**src/rtl/dcnt_pkg.sv**
```systemverilog
// Shared types and range/encoding helpers for the multi-channel data counter.
// Helpers work on int and assume WIDTH stays well below 31 bits.
package dcnt_pkg;

    typedef enum logic [1:0] {UNSIGNED, SIGN_MAG, ONES_COMP, TWOS_COMP} code_e;

    typedef enum logic [1:0] {IDLE, FIRST, REPEAT} rep_state_e;

    function automatic int range_max(code_e code, int w);
        return (code == UNSIGNED) ? (1 << w) - 1 : (1 << (w - 1)) - 1;
    endfunction

    function automatic int range_min(code_e code, int w);
        case (code)
            UNSIGNED:  return 0;
            TWOS_COMP: return -(1 << (w - 1));
            default:   return -((1 << (w - 1)) - 1);
        endcase
    endfunction

    // Caller keeps the low w bits of the result.
    function automatic logic [31:0] encode(code_e code, int w, int val);
        int mag;
        mag = (val < 0) ? -val : val;
        case (code)
            SIGN_MAG:  return (val < 0) ? ((32'd1 << (w - 1)) | 32'(mag)) : 32'(val);
            ONES_COMP: return (val < 0) ? 32'(val - 1) : 32'(val);
            default:   return 32'(val);
        endcase
    endfunction

endpackage

```
**src/rtl/multi_data_counter_if.sv**
```systemverilog
// Front-panel bus of the data counter: controls in (master drives), encoded values and flags out.
interface multi_data_counter_if #(
    parameter int WIDTH    = 5,
    parameter int CHANNELS = 4,
    parameter int STEP_W   = 3
);
    localparam int SEL_W = (CHANNELS > 1) ? $clog2(CHANNELS) : 1;

    logic [SEL_W-1:0]                sel;
    logic                            up;
    logic                            down;
    logic                            sign_sw;
    logic                            clear;
    logic [STEP_W-1:0]               step;
    logic [CHANNELS-1:0][WIDTH-1:0]  data;
    logic                            at_max;
    logic                            at_min;
    logic                            evt;

    modport master (output sel, up, down, sign_sw, clear, step,
                    input  data, at_max, at_min, evt);
    modport slave  (input  sel, up, down, sign_sw, clear, step,
                    output data, at_max, at_min, evt);
endinterface

```
**src/rtl/dcnt_repeat.sv**
```systemverilog
// Up/Down edge detection and auto-repeat FSM; events are issued combinationally in the
// cycle the press (or repeat tick) is seen so the value updates with 1-cycle latency.
module dcnt_repeat
    import dcnt_pkg::*;
#(
    parameter int REPEAT_DELAY  = 4,
    parameter int REPEAT_PERIOD = 2
) (
    input  logic clk,
    input  logic rst,
    input  logic up_i,
    input  logic down_i,
    input  logic cancel_i,
    output logic inc_evt_o,
    output logic dec_evt_o
);
    localparam int MAXC  = (REPEAT_DELAY > REPEAT_PERIOD) ? REPEAT_DELAY : REPEAT_PERIOD;
    localparam int CNT_W = $clog2(MAXC + 1);

    rep_state_e       state_q;
    logic [CNT_W-1:0] cnt_q;
    logic             dir_up_q;
    logic             up_q, down_q;
    logic             armed_q;
    logic             up_rise, dn_rise, held, fire;

    // A button still held through reset must be released before it counts as a press.
    assign up_rise = up_i & ~up_q & ~down_i & armed_q;
    assign dn_rise = down_i & ~down_q & ~up_i & armed_q;
    assign held    = dir_up_q ? (up_i & ~down_i) : (down_i & ~up_i);

    always_comb begin
        fire = 1'b0;
        case (state_q)
            IDLE:    fire = ~cancel_i & (up_rise | dn_rise);
            FIRST:   fire = ~cancel_i & held & (cnt_q == CNT_W'(REPEAT_DELAY - 1));
            REPEAT:  fire = ~cancel_i & held & (cnt_q == CNT_W'(REPEAT_PERIOD - 1));
            default: fire = 1'b0;
        endcase
    end

    assign inc_evt_o = fire & ((state_q == IDLE) ? up_rise : dir_up_q);
    assign dec_evt_o = fire & ((state_q == IDLE) ? dn_rise : ~dir_up_q);

    always_ff @(posedge clk or posedge rst) begin
        if (rst) begin
            state_q  <= IDLE;
            cnt_q    <= '0;
            dir_up_q <= 1'b0;
            up_q     <= 1'b0;
            down_q   <= 1'b0;
            armed_q  <= 1'b0;
        end else begin
            up_q    <= up_i;
            down_q  <= down_i;
            armed_q <= armed_q | (~up_i & ~down_i);
            case (state_q)
                IDLE: begin
                    if (fire) begin
                        state_q  <= FIRST;
                        cnt_q    <= '0;
                        dir_up_q <= up_rise;
                    end
                end
                FIRST: begin
                    if (cancel_i || !held) begin
                        state_q <= IDLE;
                    end else if (cnt_q == CNT_W'(REPEAT_DELAY - 1)) begin
                        state_q <= REPEAT;
                        cnt_q   <= '0;
                    end else begin
                        cnt_q <= cnt_q + 1'b1;
                    end
                end
                REPEAT: begin
                    if (cancel_i || !held) begin
                        state_q <= IDLE;
                    end else if (cnt_q == CNT_W'(REPEAT_PERIOD - 1)) begin
                        cnt_q <= '0;
                    end else begin
                        cnt_q <= cnt_q + 1'b1;
                    end
                end
                default: state_q <= IDLE;
            endcase
        end
    end

endmodule

```
**src/rtl/multi_data_counter.sv**
```systemverilog
// Multi-channel up/down value counter with selectable output code and auto-repeat.
// Define MULTI_DATA_COUNTER_WRAP_EN to wrap out-of-range results instead of saturating.
module multi_data_counter
    import dcnt_pkg::*;
#(
    parameter int    WIDTH         = 5,
    parameter int    CHANNELS      = 4,
    parameter code_e CODE          = UNSIGNED,
    parameter int    STEP_W        = 3,
    parameter int    REPEAT_DELAY  = 4,
    parameter int    REPEAT_PERIOD = 2
) (
    input  logic                 clk,
    input  logic                 rst,
    multi_data_counter_if.slave  bus
);
    localparam int SEL_W = (CHANNELS > 1) ? $clog2(CHANNELS) : 1;
    localparam int VW    = WIDTH + 1;
    localparam int VMAX  = range_max(CODE, WIDTH);
    localparam int VMIN  = range_min(CODE, WIDTH);

    logic signed [VW-1:0]           val_q [CHANNELS];
    logic signed [VW-1:0]           val_d [CHANNELS];
    logic [CHANNELS-1:0][WIDTH-1:0] data_q, data_d;
    logic [SEL_W-1:0]               sel_q;
    logic                           sw_q;
    logic                           evt_q, evt_d;
    logic                           at_max_q, at_max_d;
    logic                           at_min_q, at_min_d;
    logic                           inc_evt, dec_evt, cancel, sw_rise;
    int                             cur, nxt;

    function automatic int limit(int v);
`ifdef MULTI_DATA_COUNTER_WRAP_EN
        int span, r;
        span = VMAX - VMIN + 1;
        r    = (v - VMIN) % span;
        if (r < 0) r = r + span;
        return r + VMIN;
`else
        if (v > VMAX) return VMAX;
        if (v < VMIN) return VMIN;
        return v;
`endif
    endfunction

    assign cancel  = (bus.sel != sel_q) | bus.clear;
    assign sw_rise = bus.sign_sw & ~sw_q;

    dcnt_repeat #(
        .REPEAT_DELAY  (REPEAT_DELAY),
        .REPEAT_PERIOD (REPEAT_PERIOD)
    ) u_repeat (
        .clk       (clk),
        .rst       (rst),
        .up_i      (bus.up),
        .down_i    (bus.down),
        .cancel_i  (cancel),
        .inc_evt_o (inc_evt),
        .dec_evt_o (dec_evt)
    );

    always_comb begin
        val_d    = val_q;
        evt_d    = 1'b0;
        at_max_d = 1'b0;
        at_min_d = 1'b0;
        cur      = 0;
        nxt      = 0;
        if (int'(bus.sel) < CHANNELS) begin
            cur = int'(val_q[bus.sel]);
            nxt = cur;
            if (bus.clear) begin
                nxt = 0;
            end else if (sw_rise) begin
                // Two's-complement MIN has no positive counterpart, so it is left alone.
                if (CODE != UNSIGNED && !(CODE == TWOS_COMP && cur == VMIN)) nxt = -cur;
            end else if (inc_evt) begin
                nxt   = limit(cur + int'(bus.step));
                evt_d = 1'b1;
            end else if (dec_evt) begin
                nxt   = limit(cur - int'(bus.step));
                evt_d = 1'b1;
            end
            val_d[bus.sel] = VW'(nxt);
            at_max_d       = (nxt == VMAX);
            at_min_d       = (nxt == VMIN);
        end
        for (int c = 0; c < CHANNELS; c++) begin
            data_d[c] = WIDTH'(encode(CODE, WIDTH, int'(val_d[c])));
        end
    end

    always_ff @(posedge clk or posedge rst) begin
        if (rst) begin
            val_q    <= '{default: '0};
            data_q   <= '0;
            sel_q    <= '0;
            sw_q     <= 1'b0;
            evt_q    <= 1'b0;
            at_max_q <= 1'b0;
            at_min_q <= (VMIN == 0);
        end else begin
            val_q    <= val_d;
            data_q   <= data_d;
            sel_q    <= bus.sel;
            sw_q     <= bus.sign_sw;
            evt_q    <= evt_d;
            at_max_q <= at_max_d;
            at_min_q <= at_min_d;
        end
    end

    assign bus.data   = data_q;
    assign bus.evt    = evt_q;
    assign bus.at_max = at_max_q;
    assign bus.at_min = at_min_q;

endmodule

```
**src/flat_wrapper.sv**
```systemverilog
// flat-port wrapper written by rule: the top's interface ports become plain ports
module multi_data_counter_flat import dcnt_pkg::*;
#(
    parameter int    WIDTH         = 5,
    parameter int    CHANNELS      = 4,
    parameter code_e CODE          = UNSIGNED,
    parameter int    STEP_W        = 3,
    parameter int    REPEAT_DELAY  = 4,
    parameter int    REPEAT_PERIOD = 2
)
  (clk, rst, bus_sel, bus_up, bus_down, bus_sign_sw, bus_clear, bus_step, bus_data, bus_at_max, bus_at_min, bus_evt);
  multi_data_counter_if #(.WIDTH(WIDTH), .CHANNELS(CHANNELS), .STEP_W(STEP_W)) bus_i ();
  input  logic clk;
  input  logic rst;
  input wire logic [$bits(bus_i.sel)-1:0] bus_sel;
  input wire logic [$bits(bus_i.up)-1:0] bus_up;
  input wire logic [$bits(bus_i.down)-1:0] bus_down;
  input wire logic [$bits(bus_i.sign_sw)-1:0] bus_sign_sw;
  input wire logic [$bits(bus_i.clear)-1:0] bus_clear;
  input wire logic [$bits(bus_i.step)-1:0] bus_step;
  output wire logic [$bits(bus_i.data)-1:0] bus_data;
  output wire logic [$bits(bus_i.at_max)-1:0] bus_at_max;
  output wire logic [$bits(bus_i.at_min)-1:0] bus_at_min;
  output wire logic [$bits(bus_i.evt)-1:0] bus_evt;
  assign bus_i.sel = bus_sel;
  assign bus_i.up = bus_up;
  assign bus_i.down = bus_down;
  assign bus_i.sign_sw = bus_sign_sw;
  assign bus_i.clear = bus_clear;
  assign bus_i.step = bus_step;
  assign bus_data = bus_i.data;
  assign bus_at_max = bus_i.at_max;
  assign bus_at_min = bus_i.at_min;
  assign bus_evt = bus_i.evt;
  multi_data_counter #(.WIDTH(WIDTH), .CHANNELS(CHANNELS), .CODE(CODE), .STEP_W(STEP_W), .REPEAT_DELAY(REPEAT_DELAY), .REPEAT_PERIOD(REPEAT_PERIOD)) u_core (.clk(clk), .rst(rst), .bus(bus_i));
endmodule
```
**config.mk**
```make
export PLATFORM = sky130hd
export DESIGN_NAME = multi_data_counter_flat
export DESIGN_NICKNAME = d
export VERILOG_FILES = /design/src/rtl/dcnt_pkg.sv /design/src/rtl/multi_data_counter_if.sv /design/src/rtl/dcnt_repeat.sv /design/src/rtl/multi_data_counter.sv /design/src/flat_wrapper.sv
export SDC_FILE = /design/constraint.sdc
export NUM_CORES = 1
export LEC_CHECK = 0
export BUFFER_PORTS_ARGS = -buffer_cell sky130_fd_sc_hd__buf_2
export CAP_MARGIN = 10
export CORE_MARGIN = 1
export CORE_UTILIZATION = 60
export DETAILED_ROUTE_END_ITERATION = 10
export GPL_ROUTABILITY_DRIVEN = 1
export PLACE_DENSITY = 0.82
export SLEW_MARGIN = 20
export SYNTH_ARGS = -nofsm -noshare
export SYNTH_HDL_FRONTEND = slang
export SYNTH_SLANG_ARGS = --single-unit
```
**constraint.sdc**
```tcl
create_clock -name clk -period 5.2 [get_ports clk]
set_input_delay 0.52 -clock clk [delete_from_list [all_inputs] [get_ports clk]]
set_output_delay 0.52 -clock clk [all_outputs]
set_load 0.02 [all_outputs]
```
=== Word-level counts from Yosys, hierarchy flattened ===
Cells that the tools add are included.

* Reductions and logical operators: 9
* Bitwise gates (word level): 27
* Order comparisons: 6
* Mux-type cells: 57
* Add/sub/neg operators: 3
* Equality and inequality tests: 11

{| class="wikitable"
|+ Operators with widths
! kind !! count
|-
| $mux W32 || 8
|-
| $gt A32 B6 Y1 const B || 2
|-
| $lt A32 B1 Y1 const B || 2
|-
| $eq A32 B6 Y1 const B || 1
|-
| $logic_not A32 Y1 || 1
|-
| $mux W1 || 27
|-
| $bwmux W24 || 1
|-
| $mux W5 || 4
|-
| $mux W6 || 3
|-
| $and A1 B1 Y1 || 16
|-
| $mux W3 || 5
|-
| $bmux W6 S2 || 1
|-
| $demux W6 S2 || 1
|-
| $pmux W3 S3 || 1
|-
| $mux W2 || 4
|-
| $ne A2 B2 Y1 const B || 4
|-
| $add A6 B4 Y7 || 1
|-
| $not A1 Y1 || 7
|-
| $sub A6 B4 Y7 || 1
|-
| $pmux W2 S3 || 1
|-
| $reduce_and A4 Y1 || 1
|-
| $add A3 B1 Y3 const B || 1
|-
| $eq A3 B1 Y1 const B || 1
|-
| $eq A3 B2 Y1 const B || 1
|-
| 16 further kinds || 18
|}

* Logic and storage cells: 132
* Bits of input ports: 11
* Output and inout port bits: 23
* Flip-flop bits (word level): 59

=== Logic depth before layout (Yosys ltp) ===
Gate-level depths: netlist (run 1).

* Depth in word-level cells: 24
* Mapped depth: 13
* Gate-level depth less buffers: 12

=== Cells and area by module ===
A second synthesis (run 1) with hierarchy kept.

* Cells, all modules: 287
* Area total of the unflattened synthesis: 2675.1 sq um

{| class="wikitable"
|+ By module, submodules not included
! module !! area an instance (sq um) !! seq. area each (sq um) !! cells each !! instances
|-
| multi_data_counter || 1940.6 || 752.0 || 208 || 1
|-
| dcnt_repeat || 734.5 || 225.2 || 79 || 1
|}

=== Least setup slack after synthesis (run 1) ===
No wires, ideal clock.

* Path type: input to register
* From: input bus_sel[0]
* To: register u_core.at_max_q, in the netlist u_core.bus.at_max
* Library setup time: 0.095 ns
* Required time: 5.105 ns
* Path slack: 1.306 ns
* Stages: 11
* Arrival: 3.798 ns
* Path buffers: 2
* Path through: buf_4 > mux4_2 > ha_1 > clkbuf_1 > or3b_2 > or4_1 > o31a_1 > o211ai_2 > o211ai_2 > or4_1 > nor4b_2

* Word-level cells in the longest chain between the ends: 19
* Elaborated cells between the ends (all ways): 53
* Classes of those cells: 2 x add/sub; 4 x order compare; 2 x eq/ne; 36 x mux; 9 x bitwise

{| class="wikitable"
|+ RTL lines
! what !! line !! text
|-
| start: declaration || flat_wrapper.sv:15 || <nowiki>input wire logic [$bits(bus_i.sel)-1:0] bus_sel;</nowiki>
|-
| $not A2 Y3 (implied by the code) || multi_data_counter.sv:71 || <nowiki>cur = int'(val_q[bus.sel]);</nowiki>
|-
| $bmux W6 S2 || multi_data_counter.sv:71 ||
|-
| $mux W6 (implied by the code) (2 in a row) || multi_data_counter.sv:71 ||
|-
| $sub A6 B4 Y7 || multi_data_counter.sv:82 || <nowiki>nxt = limit(cur - int'(bus.step));</nowiki>
|-
| $lt A32 B1 Y1 || multi_data_counter.sv:42 || <nowiki>if (v < VMIN) return VMIN;</nowiki>
|-
| $mux W1 (2 in a row) || multi_data_counter.sv:42 ||
|-
| $mux W1 || multi_data_counter.sv:81 || <nowiki>end else if (dec_evt) begin</nowiki>
|-
| $mux W1 || multi_data_counter.sv:78 || <nowiki>end else if (inc_evt) begin</nowiki>
|-
| [... 2 more ...] || -- ||
|-
| $mux W32 || multi_data_counter.sv:43 || <nowiki>return v;</nowiki>
|-
| $mux W32 || multi_data_counter.sv:42 ||
|-
| $mux W32 || multi_data_counter.sv:81 ||
|-
| $mux W32 || multi_data_counter.sv:78 ||
|-
| $mux W32 * || multi_data_counter.sv:75 || <nowiki>end else if (sw_rise) begin</nowiki>
|-
| $mux W32 * || multi_data_counter.sv:73 || <nowiki>if (bus.clear) begin</nowiki>
|-
| $eq A32 B6 Y1 * || multi_data_counter.sv:86 || <nowiki>at_max_d = (nxt == VMAX);</nowiki>
|-
| named net u_core.at_max_d || multi_data_counter.sv:28 || <nowiki>logic at_max_q, at_max_d;</nowiki>
|-
| end signal: assignment || multi_data_counter.sv:109 || <nowiki>at_max_q <= at_max_d;</nowiki>
|-
| end: declaration || multi_data_counter.sv:28 ||
|}

Mark *: on every way through the listed nets, which the timed path passes. The rest lies on a longest branch. The select of a mux whose other input is x is not followed.
A chain may end at the register's enable or synchronous reset.

=== Worst setup path in the final report (run 1) ===
* From: input bus_sel[1]
* To: register u_core.at_min_q, in the netlist u_core.bus.at_min

* Word-level cells in the longest chain between the ends: 19
* Elaborated cells between the ends (all ways): 53
* Classes of those cells: 2 x add/sub; 4 x order compare; 1 x eq/ne; 36 x mux; 9 x bitwise; 1 x reduce/logical

{| class="wikitable"
|+ RTL lines
! what !! line !! text
|-
| $not A2 Y3 (implied by the code) || multi_data_counter.sv:71 ||
|-
| $bmux W6 S2 || multi_data_counter.sv:71 ||
|-
| $mux W6 (implied by the code) (2 in a row) || multi_data_counter.sv:71 ||
|-
| $sub A6 B4 Y7 || multi_data_counter.sv:82 ||
|-
| $lt A32 B1 Y1 || multi_data_counter.sv:42 ||
|-
| $mux W1 (2 in a row) || multi_data_counter.sv:42 ||
|-
| $mux W1 || multi_data_counter.sv:81 ||
|-
| $mux W1 || multi_data_counter.sv:78 ||
|-
| [... 2 more ...] || -- ||
|-
| $mux W32 || multi_data_counter.sv:43 ||
|-
| $mux W32 || multi_data_counter.sv:42 ||
|-
| $mux W32 || multi_data_counter.sv:81 ||
|-
| $mux W32 || multi_data_counter.sv:78 ||
|-
| $mux W32 * || multi_data_counter.sv:75 ||
|-
| $mux W32 * || multi_data_counter.sv:73 ||
|-
| $logic_not A32 Y1 * || multi_data_counter.sv:87 || <nowiki>at_min_d = (nxt == VMIN);</nowiki>
|-
| named net u_core.at_min_d || multi_data_counter.sv:29 || <nowiki>logic at_min_q, at_min_d;</nowiki>
|-
| end signal: assignment || multi_data_counter.sv:102 || <nowiki>at_min_q <= (VMIN == 0);</nowiki>
|-
| end signal: assignment || multi_data_counter.sv:110 || <nowiki>at_min_q <= at_min_d;</nowiki>
|-
| end: declaration || multi_data_counter.sv:29 ||
|}

Marked as above.

==> results_dict.tcl, run 1 <==
set metrics [dict create \
    status "finished clean" \
    core-area_sq_um 4060 \
    dieArea_sq_um 4560 \
    synth_cell_types 56 \
    drtPass1Iterations 4 \
    cts_resized 0 \
    grt_start_max_net_pins 40 \
    vias 2028 \
    post_drt_wl_per_cell_um 15.4 \
    p_per_area_nw_per_um2 269 \
    drt-total-wl_mm 5.29 \
    cts_root_buf "clkbuf_8" \
    syn-num-nets 307 \
    tightest_slew_ps 772 \
    hpwl_mm 4.03 \
    diodes 0 \
    syn_to_final_growth_pct 6.50 \
    synthTopCellsByArea "dfrtp_1 (37%), ha_1 (7.3%), o21ai_0 (7.0%), buf_4 (6.1%), nand2_1 (4.8%)" \
    cts.reportedPaths.clkPinSlew_ps 80 \
    synth_most_common_cell "dfrtp_1" \
    whs_ps 341 \
    critPathCaptureType "register" \
    num_rows 23 \
    io-pin-count 34 \
    fmax_mhz 250 \
    globalRoute.totalOverflow 0 \
    drtIter0Drc 146 \
    yosys_warnings 0 \
    portBuffers 33 \
    hold_class "in -> async" \
    async_reset_ff_share_pct 100 \
    cts_buffer_depth 2 \
    die_h_um 67.6 \
    postCtsSetupBuffers 0 \
    vdd_drop_max_mv 0.263 \
    drive_gt1_share_pct 21.2 \
    gp_congestion 0.866 \
    placed_area_sq_um 2630 \
    relSlewSlack_pct 48.4 \
    antenna_found_initial 0 \
    clk_latency_ps 290 \
    die_w_um 67.6 \
    holdBufCountCts 0 \
    finalNonFillerCells 343 \
    cts_max_level 2 \
    yosys.area.top_type_share_pct 36.9 \
    synth_top_area_cell "dfrtp_1" \
    grt_pass1_vias 1857 \
    period_minus_slack_ps 4000 \
    grt_usage_pct 25.9 \
    r2r.worst_path.cells 11 \
    hold_violations 0 \
    cts_tree "yes" \
    path_class "in -> reg" \
    synth-edff-count 0 \
    postSynthAreaPerCell_sq_um 9.24 \
    cp_data_arrival_time_ps 4240 \
    synth_common_cells "dfrtp_1 (38), o21ai_0 (36), nand2_1 (33)" \
    ant_nets 0 \
    worstPathRequired_ps 5440 \
    cpMostUsedCell "o211ai_1" \
    worstPathCellList "buf_2, mux2_2, o21ai_0, inv_1, ha_1, nand2b_1, and4_1, o311ai_0, nand3_1, o211ai_1, o211ai_1, and4b_1" \
    finalSetupViolCount 0 \
    power.leakage_nw 1.25 \
    ys_ff_latch 39 \
    drv_slew 0 \
    syn_area_sq_um 2580 \
    nFillCells 322 \
    final_util_pct 67.7 \
    dominantRegCellSynth "dfrtp_1" \
    nets 320 \
    grt_pass1_wl_mm 8.66 \
    cp_slowest_cell "o21ai_0" \
    slowest_delay_ps 580 \
    place_inst 335 \
    period_share_pct 76.9 \
    cts_sinks 39 \
    maxCapViolations 0 \
    rsz0062_at_grt "false" \
    syn_inst 279 \
    finalSetupTns_ps 0 \
    numCtsBuffers 5 \
    viasPerCell 5.91 \
    drc 0 \
    initial_core_util_pct 63.6 \
    startpoint_type "input port" \
    cp_max_fo 13 \
    yosysSeqAreaShare_pct 37.9 \
    fin_worst_skew_ps 7.43 \
    design_area_sq_um 2750 \
]
[through the flow]
stage | total power [mW] | worst slack [ps]
6_report | 0.738 | 1200
5_1_grt | 0.773 | 901
4_1_cts | 0.742 | 1230
3_5_place_dp | 0.477 | 941
3_3_place_gp | 0.472 | 1050
2_1_floorplan | 0.444 | 1310
[path summary, 6_finish.rpt]
path	end	slack, ps	start
max in group asynchronous	u_core.bus.at_min	4500	rst
min in group clk	u_core.sw_q	350	bus_sign_sw
worst max register to register	u_core.bus.at_min	1370	u_core.val_q[7]
worst min-delay path	u_core.u_repeat.state_q[0]	340	rst
worst max-delay path	u_core.bus.at_min	1200	bus_sel[1]
worst min register to register	u_core.val_q[11]	480	u_core.val_q[11]
[kinds of logic after synthesis]
kind of cell	after synthesis	share of synthesized area [%]
and+or+nand+nor	93	18.8
AOI/OAI and AO/OA	71	17.6
buffers and inverters	48	10.1
DFF	39	37.9
adders and majority gates	17	8.83
muxes	8	5.77
xor gates and xnor gates	3	1.02
[critical path, delay by kind of cell]
kind / cells / cell delay, ps
buf+inv: 2 / 410
compound gates: 4 / 1730
simple gates: 4 / 900
fa+ha+maj: 1 / 310
mux: 1 / 370
[power breakdown]
group	internal (mW)	switching [mW]
sequential	0.318	0.0121
combinational	0.0512	0.0916
clock	0.155	0.110
[placed cells by master, fill, tap and decap left out, drive strengths merged, types with 6 or more instances in the layout]
master	n
ha	15
nor2	16
buf	34
inv	20
dfrtp	38
nand3	8
clkbuf	6
o21ai	36
nand2	33
a21oi	9
[layout make-up]
cell class	count	area (sq um)	share of cell area, %
Clock buffer	6	82.6	3.01
Sequential cell	39	977	35.6
Timing Repair Buffer	34	173	6.29
Tap cell	50	62.6	2.28
Multi-Input combinational cell	192	1340	48.8
Clock inverter	2	35.0	1.28
Inverter	20	75.1	2.73
[flip-flops by register name (all words and copies together) (netlist names)]
register	flops
u_core.u_repeat.up_q	1
u_core.val_q	24
u_core.bus.at_max	1
u_core.sel_q	2
u_core.u_repeat.down_q	1
u_core.u_repeat.cnt_q	3
u_core.u_repeat.state_q	2
u_core.bus.at_min	1
u_core.sw_q	1
u_core.bus.evt	1
u_core.u_repeat.armed_q	1
u_core.u_repeat.dir_up_q	1
[layer usage]
layer / share of wire, % / vias up / track usage, %
met5: 0 / - / 0
met4: 1.4 / 0 / 7.18
met3: 5.4 / 9 / 5.91
met2: 47 / 71 / 40.7
met1: 46 / 965 / 35.6
li1: - / 983 / -
Power figures use the tool's default switching activity.
==> run 2: changes to the inputs <==
--- a/config.mk
+++ b/config.mk
@@ -5,13 +5,14 @@
 export SDC_FILE = /design/constraint.sdc
 export NUM_CORES = 1
 export LEC_CHECK = 0
+export ABC_AREA = 1
 export BUFFER_PORTS_ARGS = -buffer_cell sky130_fd_sc_hd__buf_2
 export CAP_MARGIN = 10
 export CORE_MARGIN = 1
-export CORE_UTILIZATION = 60
+export CORE_UTILIZATION = 53
 export DETAILED_ROUTE_END_ITERATION = 10
 export GPL_ROUTABILITY_DRIVEN = 1
-export PLACE_DENSITY = 0.82
+export PLACE_DENSITY = 0.77
 export SLEW_MARGIN = 20
 export SYNTH_ARGS = -nofsm -noshare
 export SYNTH_HDL_FRONTEND = slang
==> constraint.sdc (replaced) <==
create_clock -name clk -period 3.3 [get_ports clk]
set_input_delay 0.33 -clock clk [delete_from_list [all_inputs] [get_ports clk]]
set_output_delay 0.33 -clock clk [all_outputs]
set_load 0.02 [all_outputs]
==> run 2 against run 1 <==
Against the previous run: die area increased by 21%; via count rose by 14%; clock skew increased by 4.9 ps; area after synthesis up 7.8%; worst hold slack worse by 190 ps; synthesized cell count increased by 33%.
==> results_dict.tcl, run 2 <==
set metrics [dict create \
    status "finished clean" \
    cts_max_level 2 \
    drv_slew 0 \
    yosysSeqAreaShare_pct 35.2 \
    r2r.worst_path.cells 20 \
    power.leakage_nw 1.62 \
    synthXorXnorAreaFrac_pct 0.630 \
    grt_pass1_wl_mm 9.72 \
    die_w_um 74.4 \
    place_ws_ps 94.3 \
    synth_top_area_cell "dfrtp_1" \
    syn_inst 370 \
    worstPathRequired_ps 3530 \
    tightest_slew_ps 580 \
    portBuffers 33 \
    synth-compound-area-share_pct 13.9 \
    cts_root_buf "clkbuf_8" \
    hold_violations 0 \
    p_per_area_nw_per_um2 435 \
    finalSetupTns_ps 0 \
    drt-total-wl_mm 5.68 \
    syn-num-nets 398 \
    drtPass1Iterations 5 \
    period_share_pct 90.3 \
    cp_max_fo 7 \
    cp_data_arrival_time_ps 3210 \
    mostFrequentLayoutCells "nand2_1 (115), inv_1 (47), dfrtp_1 (38)" \
    synth_top_family_by_area "simple AND/OR/NAND/NOR gates" \
    nets 418 \
    viasPerCell 5.04 \
    yosys.area_share.adder_pct 8.19 \
    antenna_found_initial 0 \
    hold_class "in -> async" \
    maxCapViolations 0 \
    grt_pass1_vias 2140 \
    synthTopCellsByArea "dfrtp_1 (34%), nand2_1 (16%), ha_1 (6.8%), inv_1 (6.3%), buf_4 (5.4%)" \
    ant_nets 0 \
    relSlewSlack_pct 61.0 \
    final_util_pct 61.3 \
    synthMuxAreaShare_pct 0 \
    placed_area_sq_um 2900 \
    grt_usage_pct 23.1 \
    yosys_warnings 0 \
    period_minus_slack_ps 2980 \
    numCtsBuffers 5 \
    fin_worst_skew_ps 12.3 \
    drive_gt1_share_pct 21.7 \
    rsz0062_at_grt "false" \
    synth_common_cells "nand2_1 (115), inv_1 (47), dfrtp_1 (38)" \
    yosys.area_share.simple_pct 28.4 \
    die_h_um 74.4 \
    setup_ws_ps 320 \
    regMostFlops "u_core.val_q" \
    critPathCaptureType "register" \
    grt_start_max_net_pins 40 \
    ys_ff_latch 39 \
    gp_congestion 0.852 \
    postSynthAreaPerCell_sq_um 7.51 \
    io-pin-count 34 \
    p_total_mw 1.30 \
    core-area_sq_um 4880 \
    synth-edff-count 0 \
    path_class "reg -> reg" \
    yosys.area.top_type_share_pct 34.2 \
    synth_cell_types 36 \
    syn_to_final_growth_pct 7.56 \
    design_area_sq_um 2990 \
    initial_core_util_pct 56.9 \
    hpwl_mm 4.53 \
    num_rows 25 \
    globalRoute.totalOverflow 0 \
    startpoint_type "register" \
    diodes 0 \
    cts_tree "yes" \
    clk_latency_ps 290 \
    r2r_slack_ps 320 \
    vias 2309 \
    syn_area_sq_um 2780 \
    drc 0 \
    cts_buffer_depth 2 \
    dominantRegCellSynth "dfrtp_1" \
    dieArea_sq_um 5540 \
    synth_most_common_cell "nand2_1" \
    drtIter0Drc 104 \
    fmax_mhz 336 \
    top_regs "u_core.val_q (24), u_core.u_repeat.cnt_q (3)" \
    final_common_cell "nand2_1" \
    async_reset_ff_share_pct 100 \
    cts.reportedPaths.clkPinSlew_ps 80 \
    finalSetupViolCount 0 \
    largest_reg_flops 24 \
    cts_sinks 39 \
    vdd_drop_max_mv 0.456 \
    post_drt_wl_per_cell_um 12.4 \
]
## run 2: worst max-delay path: stages (launching register included)
cell	delay, ps
dfrtp_1	410
a22o_1	250
a221oi_1	280
inv_1	120
ha_1	430
inv_1	90
nand2_1	60
nand2_1	40
a21oi_1	190
inv_1	60
nand2_1	80
nand2_1	50
nand3_1	190
nand3_1	100
nand2_1	90
nand2_1	60
nand2_2	120
nand2_1	70
inv_1	60
nand2_1	70
nor2_2	90
## run 2: logic make-up after synthesis
logic type      Yosys count
buf+inv                  80
flops                    39
xor+xnor                  2
compound gates           62
simple gates            170
fa+ha+maj                17
## run 2: power breakdown
group / switching [mW] / leakage [nW] / total [mW] / internal [mW]
Sequential: 0.0395 / 0.516 / 0.564 / 0.524
Clock: 0.158 / 0.0482 / 0.327 / 0.169
Combinational: 0.278 / 1.05 / 0.409 / 0.131
Total: 0.476 / 1.62 / 1.30 / 0.824
## run 2: final timing paths
| check | from | to |
|---|---|---|
| max reg2reg | u_core.val_q[20] | u_core.bus.at_min |
| max in group asynchronous | rst | u_core.bus.at_min |
| min | rst | u_core.val_q[13] |
| min reg2reg | u_core.u_repeat.armed_q | u_core.u_repeat.armed_q |
| max | u_core.val_q[20] | u_core.bus.at_min |
| min in group clk | bus_sign_sw | u_core.sw_q |
## run 2: layer usage
metal	vias to the layer above	wire length, um	track usage [%]
li1	1180	-	-
met1	1072	2740	33.3
met2	51	2680	36.1
met3	6	201	4.47
met4	0	53	5.45
met5	-	0	0
## run 2: area by class of cell
cell class / instances / area (sq um)
tap: 67 / 83.8
multi-input combinational: 251 / 1420
inverter: 55 / 213
sequential: 39 / 977
clock buffer: 7 / 86.3
clock inverter: 1 / 5.00
fill: 462 / 1890
timing repair buffer: 38 / 203
## run 2: per-stage QoR
stage	instances	hold slack, ps
final	458	152
after floorplan	370	361
after CTS	458	161
after detailed placement	450	460
after global placement	450	456
after global routing	458	155
## run 2: timing repair
| item | CTS | global route |
|---|---|---|
| hold buffers | 0 | 0 |
| setup endpoints to repair | 0 | 1 |
| buffers inserted | 0 | 0 |
| resized for setup | 0 | 1 |
==> run 3: changes to the inputs <==
--- a/config.mk
+++ b/config.mk
@@ -12,7 +12,7 @@
 export CORE_UTILIZATION = 53
 export DETAILED_ROUTE_END_ITERATION = 10
 export GPL_ROUTABILITY_DRIVEN = 1
-export PLACE_DENSITY = 0.77
+export PLACE_DENSITY = 0.84
 export SLEW_MARGIN = 20
 export SYNTH_ARGS = -nofsm -noshare
 export SYNTH_HDL_FRONTEND = slang
==> run 3 against run 2 <==
Against the previous run: clock power is 21% higher; setup slack worse by 28 ps; global-route usage is 0.59 points higher; die area unchanged; critical path type unchanged; highest routed layer unchanged.
==> results_dict.tcl, run 3 (synthesis gave the netlist of run 2 again) <==
set metrics [dict create \
    largest_reg_flops 24 \
    grt_pass1_wl_mm 9.87 \
    numCtsBuffers 5 \
    crit_cells 19 \
    ant_nets 0 \
    globalRoute.totalOverflow 0 \
    drc 0 \
    holdBufCountCts 0 \
    die_h_um 74.4 \
    cts_sinks 39 \
    maxCapViolations 0 \
    cts_root_buf "clkbuf_8" \
    path_buf_inv 1 \
    final_common_cell "nand2_1" \
    initial_core_util_pct 56.9 \
    startpoint_type "register" \
    cp_data_arrival_time_ps 3200 \
    drt-total-wl_mm 5.82 \
    worstPathRequired_ps 3490 \
    die_w_um 74.4 \
    clk_latency_ps 290 \
    hold_class "in -> async" \
    num_rows 25 \
    finalSetupTns_ps 0 \
    grt_start_max_net_pins 23 \
    vdd_drop_max_mv 0.350 \
    cts_buffer_depth 2 \
    grt_pass1_vias 2198 \
    portBuffers 33 \
    drtIter0Drc 129 \
    status "finished clean" \
    mostFrequentLayoutCells "nand2_1 (115), inv_1 (47), dfrtp_1 (38)" \
    drtPass1Iterations 4 \
    path_class "reg -> reg" \
    core-area_sq_um 4880 \
    io-pin-count 34 \
    cp_slowest_cell "a221oi_1" \
    drv_slew 0 \
    viasPerCell 5.15 \
    slowest_delay_ps 490 \
    fmax_mhz 332 \
    dieArea_sq_um 5540 \
    period_minus_slack_ps 3010 \
    top_regs "u_core.val_q (24), u_core.u_repeat.cnt_q (3)" \
    crit_family "simple AND/OR/NAND/NOR gates" \
    power.leakage_nw 1.63 \
    relSlewSlack_pct 52.6 \
    grt_usage_pct 23.7 \
    p_per_area_nw_per_um2 457 \
    cts_tree "yes" \
    finalSetupViolCount 0 \
    cts.reportedPaths.clkPinSlew_ps 80 \
    placed_area_sq_um 2900 \
    nets 418 \
    vias 2358 \
    regMostFlops "u_core.val_q" \
    r2r.worst_path.cells 19 \
    critPathCaptureType "register" \
    post_drt_wl_per_cell_um 12.7 \
    design_area_sq_um 3010 \
    tightest_slew_ps 710 \
    cpMostUsedCell "nand2_1" \
    rsz0062_at_grt "false" \
    fin_worst_skew_ps 7.42 \
    antenna_found_initial 0 \
    diodes 0 \
    period_share_pct 91.1 \
    gp_congestion 0.892 \
    hold_violations 0 \
    hpwl_mm 4.64 \
    syn_to_final_growth_pct 8.33 \
    worstPathCellList "a22o_1, a221oi_1, ha_1, fa_1, nor2_1, nor2_1, nand3_1, nand2_4, nand2_1, nand2_1, nand2_1, inv_1, nand2_1, nand2_1, nand2_1, nand2_2, nor2_1, nand2_1, nor2_2" \
    drive_gt1_share_pct 22.0 \
    cp_max_fo 5 \
    cts_max_level 2 \
]
==> run 3: what timing repair did <==
item                                   CTS  global route
setup endpoints to repair                0             2
resized for setup                        0             1
setup buffers                            0             0
endpoints found under the hold margin    0             0
==> run 3: routing by layer <==
metal | GRT usage [%] | share of wire, %
met1 | 31.5 | 46
met4 | 8.81 | 2.0
met5 | 0 | 0
met2 | 38.3 | 47
met3 | 5.01 | 5.3
==> run 3: layout make-up <==
type	instances	area (sq um)
Fill cell	460	1870
Multi-Input combinational cell	251	1420
Sequential cell	39	977
Inverter	55	213
Timing Repair Buffer	38	203
Tap cell	67	83.8
Clock buffer	5	68.8
Clock inverter	3	43.8
==> run 3: path summary, 6_finish.rpt <==
| path | from | end | slack, ps |
|---|---|---|---|
| setup / recovery | u_core.val_q[18] | u_core.bus.at_max | 290 |
| max in group asynchronous | rst | u_core.sel_q[0] | 2410 |
| setup reg to reg | u_core.val_q[18] | u_core.bus.at_max | 290 |
| hold reg to reg | u_core.val_q[11] | u_core.val_q[11] | 490 |
| min in group clk | bus_sign_sw | u_core.sw_q | 150 |
| hold / removal | rst | u_core.val_q[11] | 140 |
==> run 3: report_power, final <==
group	switching [mW]	internal [mW]
Clock	0.171	0.225
Combinational	0.284	0.132
Sequential	0.0379	0.524
Total	0.493	0.881
==> run 3: metrics by stage <==
stage          cells  util [%]  hold WS (ps)  worst slack (ps)  power [mW]
4_1_cts          458      61.6           137               305        1.38
6_report         458      61.7           139               292        1.37
3_5_place_dp     450      59.3           454              40.8       0.982
5_1_grt          458      61.7           139              8.46        1.46
3_3_place_gp     450      59.3           451               109       0.965
2_1_floorplan    370         -           361               575       0.894
